`src/rtl/mod_interp_pkg.sv`:
```
// Shared definitions for the linear up-sampling interpolator.
// K must track the window exponent of the companion block-average filter.
package mod_interp_pkg;

   localparam int K_DEF  = 10;
   localparam int DW_DEF = 16;

   typedef enum logic [1:0] {
      ST_IDLE = 2'd0,
      ST_HOLD = 2'd1,
      ST_RAMP = 2'd2
   } state_t;

endpackage

```
`src/rtl/mod_interp_acc.sv`:
```
// Step/accumulator/phase datapath of the interpolator: the output is acc scaled by 2^K,
// and after 2^K additions of step the accumulator lands exactly on the new target.
module mod_interp_acc
   import mod_interp_pkg::*;
#(
   parameter int K  = K_DEF,
   parameter int DW = DW_DEF
) (
   input  logic          clk,
   input  logic          rst_n,
   input  logic          load_jump,
   input  logic          load_ramp,
   input  logic          run,
   input  logic [DW-1:0] sample,
   output logic [DW-1:0] value,
   output logic          done
);

   localparam int          AW        = DW + K + 1;
   localparam logic [K:0]  PHASE_END = {1'b1, {K{1'b0}}};
   localparam logic [K:0]  PHASE_ONE = (K+1)'(1);

   logic signed [AW-1:0] acc_reg;
   logic signed [DW:0]   step_reg;
   logic        [K:0]    phase_reg;
   logic        [DW-1:0] target_reg;

   logic signed [DW:0]   step_new;
   logic signed [AW-1:0] step_ext;
   logic signed [AW-1:0] step_new_ext;
   logic signed [AW-1:0] target_scaled;
   logic signed [AW-1:0] sample_scaled;

   // Both operands are zero-extended, so the 17-bit difference is an exact signed step.
   assign step_new      = $signed({1'b0, sample}) - $signed({1'b0, target_reg});
   assign step_ext      = {{K{step_reg[DW]}}, step_reg};
   assign step_new_ext  = {{K{step_new[DW]}}, step_new};
   assign target_scaled = {1'b0, target_reg, {K{1'b0}}};
   assign sample_scaled = {1'b0, sample, {K{1'b0}}};

   always_ff @(posedge clk or negedge rst_n) begin
      if (!rst_n) begin
         acc_reg    <= '0;
         step_reg   <= '0;
         phase_reg  <= '0;
         target_reg <= '0;
      end else if (load_jump) begin
         acc_reg    <= sample_scaled;
         step_reg   <= '0;
         phase_reg  <= '0;
         target_reg <= sample;
      end else if (load_ramp) begin
         // A new ramp always restarts from the last target, even mid-ramp.
         acc_reg    <= target_scaled + step_new_ext;
         step_reg   <= step_new;
         phase_reg  <= PHASE_ONE;
         target_reg <= sample;
      end else if (run) begin
         acc_reg   <= acc_reg + step_ext;
         phase_reg <= phase_reg + PHASE_ONE;
      end
   end

   assign value = acc_reg[DW+K-1:K];
   assign done  = (phase_reg == PHASE_END);

endmodule

```
`src/rtl/mod_interp.sv`:
```
// Linear up-sampling interpolator: ramps the per-clock output from the previous target
// to each new low-rate sample over exactly 2^K clocks.
module mod_interp
   import mod_interp_pkg::*;
#(
   parameter int K  = K_DEF,
   parameter int DW = DW_DEF
) (
   input  logic          pClk,
   input  logic          pRst,
   input  logic [DW-1:0] pSampleIn,
   input  logic          pSampleVld,
   output logic [DW-1:0] pInterpOut,
   output logic          pInterpVld,
   output logic          pRampActive,
   output logic          pOverrun,
   output logic          pUnderrun
);

   state_t state_reg, state_next;
   logic   interp_vld_reg, interp_vld_next;
   logic   overrun_reg, overrun_next;
   logic   underrun_reg, underrun_next;
   logic   load_jump, load_ramp, run, done;

   mod_interp_acc #(
      .K  (K),
      .DW (DW)
   ) u_acc (
      .clk       (pClk),
      .rst_n     (pRst),
      .load_jump (load_jump),
      .load_ramp (load_ramp),
      .run       (run),
      .sample    (pSampleIn),
      .value     (pInterpOut),
      .done      (done)
   );

   always_ff @(posedge pClk or negedge pRst) begin
      if (!pRst) begin
         state_reg      <= ST_IDLE;
         interp_vld_reg <= 1'b0;
         overrun_reg    <= 1'b0;
         underrun_reg   <= 1'b0;
      end else begin
         state_reg      <= state_next;
         interp_vld_reg <= interp_vld_next;
         overrun_reg    <= overrun_next;
         underrun_reg   <= underrun_next;
      end
   end

   always_comb begin
      state_next      = state_reg;
      interp_vld_next = interp_vld_reg;
      overrun_next    = 1'b0;
      underrun_next   = 1'b0;
      load_jump       = 1'b0;
      load_ramp       = 1'b0;
      run             = 1'b0;
      case (state_reg)
         ST_IDLE: begin
            if (pSampleVld) begin
               load_jump       = 1'b1;
               interp_vld_next = 1'b1;
               state_next      = ST_HOLD;
            end
         end
         ST_HOLD: begin
            if (pSampleVld) begin
               load_ramp  = 1'b1;
               state_next = ST_RAMP;
            end
         end
         ST_RAMP: begin
            // A sample landing exactly on the completing edge chains ramps without a flag.
            if (pSampleVld) begin
               load_ramp    = 1'b1;
               overrun_next = !done;
            end else if (done) begin
               underrun_next = 1'b1;
               state_next    = ST_HOLD;
            end else begin
               run = 1'b1;
            end
         end
         default: state_next = ST_IDLE;
      endcase
   end

   assign pInterpVld  = interp_vld_reg;
   assign pRampActive = (state_reg == ST_RAMP);
   assign pOverrun    = overrun_reg;
   assign pUnderrun   = underrun_reg;

endmodule

```
`config.mk`:
```
export PLATFORM = sky130hd
export DESIGN_NAME = mod_interp
export DESIGN_NICKNAME = d
export VERILOG_FILES = /design/src/rtl/mod_interp_pkg.sv /design/src/rtl/mod_interp_acc.sv /design/src/rtl/mod_interp.sv
export SDC_FILE = /design/constraint.sdc
export NUM_CORES = 1
export LEC_CHECK = 0
export CAP_MARGIN = 30
export CORE_MARGIN = 1
export CORE_UTILIZATION = 55
export CTS_CLUSTER_SIZE = 14
export DETAILED_ROUTE_END_ITERATION = 12
export HOLD_SLACK_MARGIN = 0.1
export PLACE_DENSITY = 0.75
export SLEW_MARGIN = 20
export SYNTH_ARGS = -nofsm -noshare
export SYNTH_HDL_FRONTEND = slang
export SYNTH_SLANG_ARGS = --single-unit
```
`constraint.sdc`:
```
create_clock -name pClk -period 9.2 [get_ports pClk]
set_clock_uncertainty 0.2 [all_clocks]
set_input_delay 1.84 -clock pClk [delete_from_list [all_inputs] [get_ports pClk]]
set_output_delay 1.84 -clock pClk [all_outputs]
set_load 0.01 [all_outputs]
```
==> flow_summary.toml, run 1 <==
[run_status]
status = "finished, final reports clean"

[logic_synthesis]
ys.flop_type = "dfrtp_1"
ys_types = 66
syn_inst = 696
synth-edff-count = 0
yosysSeqAreaShare = 0.3124
yosys_register_bits = 75
syn_avg_cell_area_um2 = 8.633
synthArstFlopShare = 1.000
synth_area_mm2 = 0.006008
ys_warn_count = 0
synth_fp_nets = 780

[floorplanning]
start_util = 0.5743
core-area_mm2 = 0.01046
die_y_um = 106.5
io_pins = 39
dieArea_mm2 = 0.01135
rows = 37
die_w_um = 106.5

[timing]
worst_slew_pin_slew_ns = 0.8972
fin_crit_sh = 0.6897
holdWs_ns = 0.2771
finalSetupViolations = 0
min_period_ns = 6.346
hold_viol_final = 0
fmax_mhz = 157.6
rsz0062_at_grt = "no"
maxSlewHeadroom = 0.4004
fin_setup_tns_ns = 0
postLayoutSetupSlackWorst_ns = 2.854
maxSlewViolCount = 0

[route]
drt_pass1_iterations = 5
vias_per_cell = 6.087
num_vias = 5198
drt-initial-drc-count = 262
drt_wl_total_um = 15340
ant_nets = 0
wl_per_cell_um = 17.96
drc = 0

[placed_design]
pre_cts_ws_ns = 2.507
dp_hpwl_um = 11440
routabilityCongestion = 0.9320
place_inst = 837
port_buffers = 38

[finish]
final_net_count = 797
multi_input_comb_area_mm2 = 0.003819
synthToLayoutAreaGrowth_pct = 10.52
final_common_cell = "dfrtp_1"
nFillCells = 962
regArea_mm2 = 0.001877
drive_above_1_share = 0.05850
final-instance-count-excl-fill = 854
diodes = 0
layout_common_cells = "75 x dfrtp_1, 72 x a21oi_1, 70 x nand2_1, 66 x nor2_1, 62 x ha_1"
largest_reg_flops = 26

[clock_network]
clock-sinks = 75
cts_buffers = 9
insertion_delay_ns = 0.39
cts_resized = 0
clkTransAtPathRegs_ns = 0.08
cts.htree.levels = 3
cts-root-buf = "clkbuf_8"
cts.path.max_buffers = 2
postCtsSetupBuffers = 0
cts_tree = "done"
ctsHoldBuffers = 0

[worst_hold_path]
min_path_type = "reg -> reg"
hold_start = "pInterpVld"

[setup_path]
r2r-start = "u_acc.target_reg[0]"
crit_fanout = 11
critPathKind = "in -> reg"
critPathLaunchType = "input port"
crit_required_ns = 9.30
r2r_setup_slack_ns = 4.36
crit_start = "pSampleIn[0]"
critPathArrivalTime_ns = 6.45
critPathCaptureType = "flop"

[flow_run]
maxCapViolations = 0

[pwr]
pwr-share-clk = 0.100
power_density_mw_per_mm2 = 443.5
pwr-share-seq = 0.193
power.switching_mw = 1.460
ir_drop_v = 0.0002629
switching_share = 0.4957
power_frac_comb = 0.707
cellLeakagePower_nw = 3.064
intPower_mw = 1.485

[global_routing]
grt_max_degree = 76
grtUsageTotal = 0.2926
first_global_vias = 5127
antenna_found_initial = 0
grt_pass1_wl_um = 25580
grt-ovfl-total = 0
worst paths after layout:
kind / endpoint / cells after the start
worst max-delay path: u_acc.acc_reg[25] / 20
worst min-delay path: pInterpVld / 1
worst max register to register: u_acc.acc_reg[25] / 18
worst min register to register: pInterpVld / 1
max in group asynchronous: u_acc.acc_reg[23] / 2
min in group asynchronous: u_acc.step_reg[2] / 1
logic make-up (layout without fill, tap and decap cells):
group / after synthesis / after routing / share of synthesized area
buffers and inverters: 66 / 88 / 0.05206
muxes: 1 / 1 / 0.001666
adders and majority gates: 65 / 65 / 0.1391
xor gates and xnor gates: 53 / 53 / 0.07726
and+or+nand+nor: 206 / 206 / 0.1608
DFF: 75 / 75 / 0.3124
AOI/OAI and AO/OA: 230 / 230 / 0.2568
Yosys cell counts, types with 4 or more instances:
cell      count  share of area
a211o_1       4         0.0058
a21o_1       21          0.026
a21oi_1      72          0.060
a22o_1        9          0.013
a31oi_1       6         0.0062
and2_1        4         0.0042
and3_1        6         0.0062
buf_2         4         0.0033
buf_4        16          0.020
clkbuf_1     16          0.010
dfrtp_1      75           0.31
ha_1         62           0.13
inv_1        28          0.017
nand2_1      70          0.044
nand2b_1      8         0.0083
nand3_1       9         0.0075
nand4_1       7         0.0073
nor2_1       66          0.041
nor2b_1       8         0.0083
nor3_1       11         0.0092
o211ai_1      7         0.0087
o21a_1        6         0.0075
o21ai_0      53          0.044
o21ai_1       4         0.0033
o21bai_1      4         0.0050
o221ai_1      4         0.0058
o22ai_1       6         0.0062
o31ai_1       4         0.0050
xnor2_1      27          0.039
xor2_1       26          0.038
per-stage QoR:
step | power, mW | instance area (um^2) | util
final | 2.945 | 6640 | 0.6347
after global routing | 3.200 | 6640 | 0.6347
after CTS | 2.929 | 6613 | 0.6320
after detailed placement | 2.619 | 6386 | 0.6104
after global placement | 2.556 | 6379 | 0.6097
after floorplan | 2.138 | 6008 | -
layer usage:
layer / wire length (um) / part of all wire / global-route usage / vias up
li1: - / - / - / 2534
met1: 6716 / 0.44 / 0.3755 / 2502
met2: 7378 / 0.48 / 0.4893 / 131
met3: 930 / 0.061 / 0.06867 / 31
met4: 314 / 0.020 / 0.08708 / 0
met5: 0 / 0 / 0 / -
power groups by stage:
| stage | sequential [mW] | combinational (mW) | clock, mW |
|---|---|---|---|
| 2_1_floorplan | 0.533 | 1.61 | 0 |
| 3_3_place_gp | 0.569 | 1.99 | 0 |
| 3_5_place_dp | 0.571 | 2.05 | 0 |
| 4_1_cts | 0.566 | 2.06 | 0.303 |
| 5_1_grt | 0.581 | 2.30 | 0.315 |
| 6_report | 0.567 | 2.08 | 0.295 |
worst max-delay path, cell delays in order:
cell	delay, ns
clkdlybuf4s50_1	0.42
inv_1	0.10
ha_1	0.19
fa_1	0.23
nor2b_1	0.07
o21a_1	0.20
a311o_1	0.44
o211ai_2	0.19
nand3_1	0.13
a41oi_2	0.55
ha_1	0.40
a21oi_1	0.16
o21ai_1	0.12
and3_1	0.21
a2111oi_2	0.45
a21oi_1	0.15
xnor2_1	0.20
xnor2_1	0.13
nor2_1	0.07
a211oi_2	0.19
cell type report:
| type | count | share of cell area |
|---|---|---|
| multi-input cells | 555 | 0.5751 |
| clock inverters | 5 | 0.01281 |
| clock buffers | 11 | 0.02129 |
| well taps | 136 | 0.02563 |
| flip-flops and latches | 75 | 0.2826 |
| inverters | 28 | 0.01583 |
| repair buffers | 44 | 0.06670 |
Power figures use the tool's default switching activity.
==> run 2: changes to the inputs <==
clock period = 6.48 ns   (was 9.2 ns; I/O delays follow)
==> flow_summary.toml, run 2 (synthesis results as in run 1) <==
[run_status]
status = "finished, final reports clean"

[timing]
finalSetupViolations = 0
rsz0062_at_grt = "no"
postLayoutSetupSlackWorst_ns = 0.6155
hold_viol_final = 0
fmax_mhz = 170.5
worst_slew_pin_slew_ns = 0.8514
min_period_ns = 5.864
fin_crit_sh = 0.9050
maxSlewViolCount = 0
fin_setup_tns_ns = 0
maxSlewHeadroom = 0.4311

[setup_path]
critical_path.max_stage_delay_ns = 0.48
crit_path_top_delay_cell = "clkdlybuf4s50_1"
crit_chain = "clkdlybuf4s50_1 > inv_1 > ha_1 > fa_1 > nor2b_1 > o21a_1 > a311o_1 > o21a_1 > a21oi_1 > xnor2_1 > ha_1 > fa_1 > a21o_1 > a21oi_1 > o21a_1 > nor2_1 > a31oi_1 > nor2b_1 > or4_1 > a21oi_1 > nor4_2"
critPathCaptureType = "flop"
path_delay_family = "compound AO/OA/AOI/OAI gates"
critPathLaunchType = "input port"
crit_required_ns = 6.52
critPathBufInv = 2
critPathArrivalTime_ns = 5.90
critPathKind = "in -> reg"
crit_fanout = 4

[clock_network]
postCtsSetupBuffers = 0
clock-sinks = 75
cts.path.max_buffers = 2
ctsHoldBuffers = 0
insertion_delay_ns = 0.36
cts_buffers = 9
cts_resized = 0
cts_tree = "done"
cts-root-buf = "clkbuf_8"
cts.htree.levels = 3
clkTransAtPathRegs_ns = 0.08

[route]
num_vias = 5172
drt_wl_total_um = 15120
drt_pass1_iterations = 4
drc = 0
vias_per_cell = 6.056
wl_per_cell_um = 17.71
ant_nets = 0
drt-initial-drc-count = 281

[floorplanning]
start_util = 0.5743
dieArea_mm2 = 0.01135
rows = 37
core-area_mm2 = 0.01046
io_pins = 39
die_y_um = 106.5
die_w_um = 106.5

[finish]
nFillCells = 923
regArea_mm2 = 0.001877
layout_common_cells = "75 x dfrtp_1, 72 x a21oi_1, 70 x nand2_1, 66 x nor2_1, 62 x ha_1"
largest_reg_flops = 26
final_common_cell = "dfrtp_1"
synthToLayoutAreaGrowth_pct = 10.43
diodes = 0
final_net_count = 798
multi_input_comb_area_mm2 = 0.003819
drive_above_1_share = 0.05989

[placed_design]
port_buffers = 38
pre_cts_ws_ns = 0.3664
routabilityCongestion = 0.9228
dp_hpwl_um = 11310

[global_routing]
grt-ovfl-total = 0
grt_max_degree = 76
antenna_found_initial = 0
grtUsageTotal = 0.2855
first_global_vias = 5101
grt_pass1_wl_um = 25230

[pwr]
cellLeakagePower_nw = 3.065
power_density_mw_per_mm2 = 629.1
ir_drop_v = 0.0003832

[worst_hold_path]
min_path_type = "reg -> reg"

[flow_run]
maxCapViolations = 0
run 2: final cells by class:
type,count,area share
clock buffers,9,0.01867
clock inverters,6,0.01358
multi-input cells,555,0.5755
inverters,28,0.01584
flip-flops and latches,75,0.2829
well taps,136,0.02565
repair buffers,45,0.06789
run 2: worst reg2reg max path, delay by kind of cell, from the launching register on:
kind	cells	cell delay [ns]
XOR/XNOR	1	0.18
adder cells (fa/ha/maj)	4	1.28
flip-flops	1	0.44
AO/OA/AOI/OAI	9	1.80
AND/OR/NAND/NOR	5	0.79
run 2: metrics by stage:
step / area [um^2] / utilization / power, mW / cells / hold slack, ns
final: 6635 / 0.6342 / 4.174 / 854 / 0.2748
after detailed placement: 6394 / 0.6111 / 3.715 / 838 / 0.2612
after floorplan: 6008 / - / 3.036 / 696 / 0.2499
after global routing: 6635 / 0.6342 / 4.544 / 854 / 0.3040
after global placement: 6394 / 0.6111 / 3.634 / 838 / 0.2525
after CTS: 6608 / 0.6315 / 4.136 / 853 / 0.2844
run 2: per-layer routing:
layer,vias up,GRT usage,share of wire
li1,2525,-,-
met1,2503,0.3834,0.46
met2,119,0.4685,0.48
met3,25,0.03924,0.035
met4,0,0.1057,0.021
met5,-,0,0
run 2: worst paths after layout:
check	start	endpoint	slack [ns]	depth (start not counted)
worst min register to register	pInterpVld	pInterpVld	0.27	1
worst max register to register	u_acc.target_reg[0]	u_acc.acc_reg[24]	1.66	19
min in group asynchronous	pRst	u_acc.step_reg[1]	0.64	1
worst max-delay path	pSampleIn[0]	u_acc.acc_reg[24]	0.62	21
worst min-delay path	pInterpVld	pInterpVld	0.27	1
max in group asynchronous	pRst	u_acc.acc_reg[23]	4.86	2
run 2: power breakdown:
part / total, mW / leakage [nW] / switching, mW / internal [mW]
registers: 0.804 / 0.945 / 0.154 / 0.650
clock network: 0.399 / 0.106 / 0.183 / 0.216
logic: 2.97 / 2.01 / 1.74 / 1.23
==> run 3: changes to the inputs <==
CTS_BUF_LIST = sky130_fd_sc_hd__clkbuf_8   (was unset)
REMOVE_ABC_BUFFERS = 1   (was unset)
SYNTH_HIERARCHICAL = 1   (was unset)
==> flow_summary.toml, run 3 <==
[timing]
maxSlewViolCount = 0
fin_crit_sh = 0.8996
finalSetupViolations = 0
rsz0062_at_grt = "no"
min_period_ns = 5.830
fmax_mhz = 171.5
hold_viol_final = 0
fin_setup_tns_ns = 0
worst_slew_pin_slew_ns = 0.9284
maxSlewHeadroom = 0.3753

[placed_design]
dp_hpwl_um = 11710
port_buffers = 38
routabilityCongestion = 0.9217

[logic_synthesis]
synth_area_mm2 = 0.006158
synth.top_cells.by_count = "75 x dfrtp_1, 67 x nand2_1, 64 x nor2_1"
syn_inst = 716
synthXorXnorAreaFrac = 0.06542
synthAdderAreaFrac = 0.1357
yosys_register_bits = 75
yosys.area.top_type = "dfrtp_1"
muxShareOfSynthArea = 0.02174
syn_avg_cell_area_um2 = 8.601
ys_warn_count = 6
synth_top_area_frac = 0.3048
synthArstFlopShare = 1.000
synth_compound_area_frac = 0.2458
yosys.area_share.simple = 0.1741
yosysSeqAreaShare = 0.3048
ys_types = 74
ys.flop_type = "dfrtp_1"
synth_top_family_by_area = "compound AO/OA/AOI/OAI gates"
yosysMostFrequentCell = "dfrtp_1"
synthTopCellsByArea = "dfrtp_1 30%, ha_1 13%, nand2_1 4.1%"
synth-edff-count = 0

[global_routing]
grtUsageTotal = 0.2918
grt_max_degree = 76
grt_pass1_wl_um = 26120
first_global_vias = 5183
antenna_found_initial = 0
grt-ovfl-total = 0

[route]
drt_pass1_iterations = 7
drt-initial-drc-count = 421
vias_per_cell = 6.177
routedLengthMet1_um = 7305
num_vias = 5423
route.met3.wl_um = 839
ant_nets = 0
top_layer = "met4"
wl_per_cell_um = 18.11
drt_wl_total_um = 15900
drc = 0
dr_wl_met2_um = 7557

[run_status]
status = "finished, final reports clean"

[clock_network]
cts.htree.levels = 3
cts_resized = 0
cts_buffers = 9
cts.path.max_buffers = 2
cts_tree = "done"
cts-root-buf = "clkbuf_8"
clkTransAtPathRegs_ns = 0.08
ctsHoldBuffers = 0
postCtsSetupBuffers = 0
insertion_delay_ns = 0.38
clock-sinks = 75

[finish]
regArea_mm2 = 0.001877
largest_reg_flops = 26
final_common_cell = "dfrtp_1"
layout_common_cells = "75 x dfrtp_1, 67 x nand2_1, 64 x nor2_1, 62 x ha_1, 50 x o21ai_0"
synthToLayoutAreaGrowth_pct = 10.50
nFillCells = 938
multi_input_comb_area_mm2 = 0.003964
drive_above_1_share = 0.06098
final_net_count = 817
diodes = 0

[floorplanning]
die_w_um = 107.8
io_pins = 39
core-area_mm2 = 0.01089
die_y_um = 107.8
rows = 38
dieArea_mm2 = 0.01162
start_util = 0.5656

[setup_path]
critPathCaptureType = "flop"
critPathArrivalTime_ns = 5.90
crit_fanout = 11
critPathKind = "in -> reg"
crit_required_ns = 6.55
critPathLaunchType = "input port"

[flow_run]
maxCapViolations = 0

[worst_hold_path]
min_path_type = "reg -> reg"
## run 3: changes by cell type after synthesis, moves of 4 or more
cell and change:
a211oi_1 +9, o311ai_0 +4, nand3_1 +11, a22o_1 -5
nand2b_1 +4, nor2b_1 +4, o21a_1 +5, mux2i_1 +9
xor2_1 -8, a21oi_1 -26, buf_2 -4
## run 3: metrics by stage
step | util | std cells | area [um^2] | hold WS (ns) | setup WS [ns]
after floorplan | - | 678 | 5956 | 0.2538 | 1.351
after global placement | 0.6017 | 861 | 6551 | 0.2466 | 0.5331
after detailed placement | 0.6017 | 861 | 6551 | 0.2553 | 0.3277
after CTS | 0.6225 | 877 | 6778 | 0.2736 | 0.7272
after global routing | 0.6250 | 878 | 6805 | 0.3096 | 0.3142
final | 0.6250 | 878 | 6805 | 0.2723 | 0.6505
## run 3: worst paths after layout
kind	startpoint	to	slack, ns	depth (start not counted)
max	pSampleIn[3]	u_acc/acc_reg[24]	0.65	16
min	pInterpVld	pInterpVld	0.27	1
max reg2reg	u_acc/target_reg[3]	u_acc/acc_reg[24]	1.63	16
min reg2reg	pInterpVld	pInterpVld	0.27	1
max in group asynchronous	pRst	u_acc/target_reg[15]	4.90	2
min in group asynchronous	pRst	u_acc/acc_reg[0]	0.61	1
## run 3: cell type report
cell class | count | share of cell area
Clock buffer | 11 | 0.02225
Clock inverter | 5 | 0.01103
Inverter | 32 | 0.01765
Multi-Input combinational cell | 571 | 0.5825
Sequential cell | 75 | 0.2758
Tap cell | 140 | 0.02574
Timing Repair Buffer | 44 | 0.06509
## run 3: worst max-delay path, cell delays in order
cell,delay (ns)
clkdlybuf4s50_1,0.48
ha_1,0.37
o21ai_0,0.23
a21oi_1,0.12
o41ai_1,0.37
nand3_1,0.17
a41oi_1,0.34
o21a_1,0.46
ha_1,0.37
a21o_1,0.21
a31oi_1,0.23
o21ai_0,0.21
a221oi_1,0.39
xor2_1,0.13
a211o_1,0.31
a211oi_1,0.21
## run 3: logic make-up (layout without fill, tap and decap cells)
kind of cell / Yosys count / count (layout)
adder cells (fa/ha/maj): 65 / 65
XOR/XNOR: 46 / 46
buffers and inverters: 70 / 92
AND/OR/NAND/NOR: 225 / 225
AO/OA/AOI/OAI: 222 / 222
flip-flops: 75 / 75
multiplexers: 13 / 13
## run 3: per-layer routing
| metal | up-vias | global-route usage |
|---|---|---|
| li1 | 2614 | - |
| met1 | 2631 | 0.3930 |
| met2 | 164 | 0.4799 |
| met3 | 14 | 0.04419 |
| met4 | 0 | 0.09100 |
| met5 | - | 0 |
Power of run 3 is left out: the tool's default activity adds up to more than one toggle a clock period on the data nets, which glitch-free logic cannot reach.
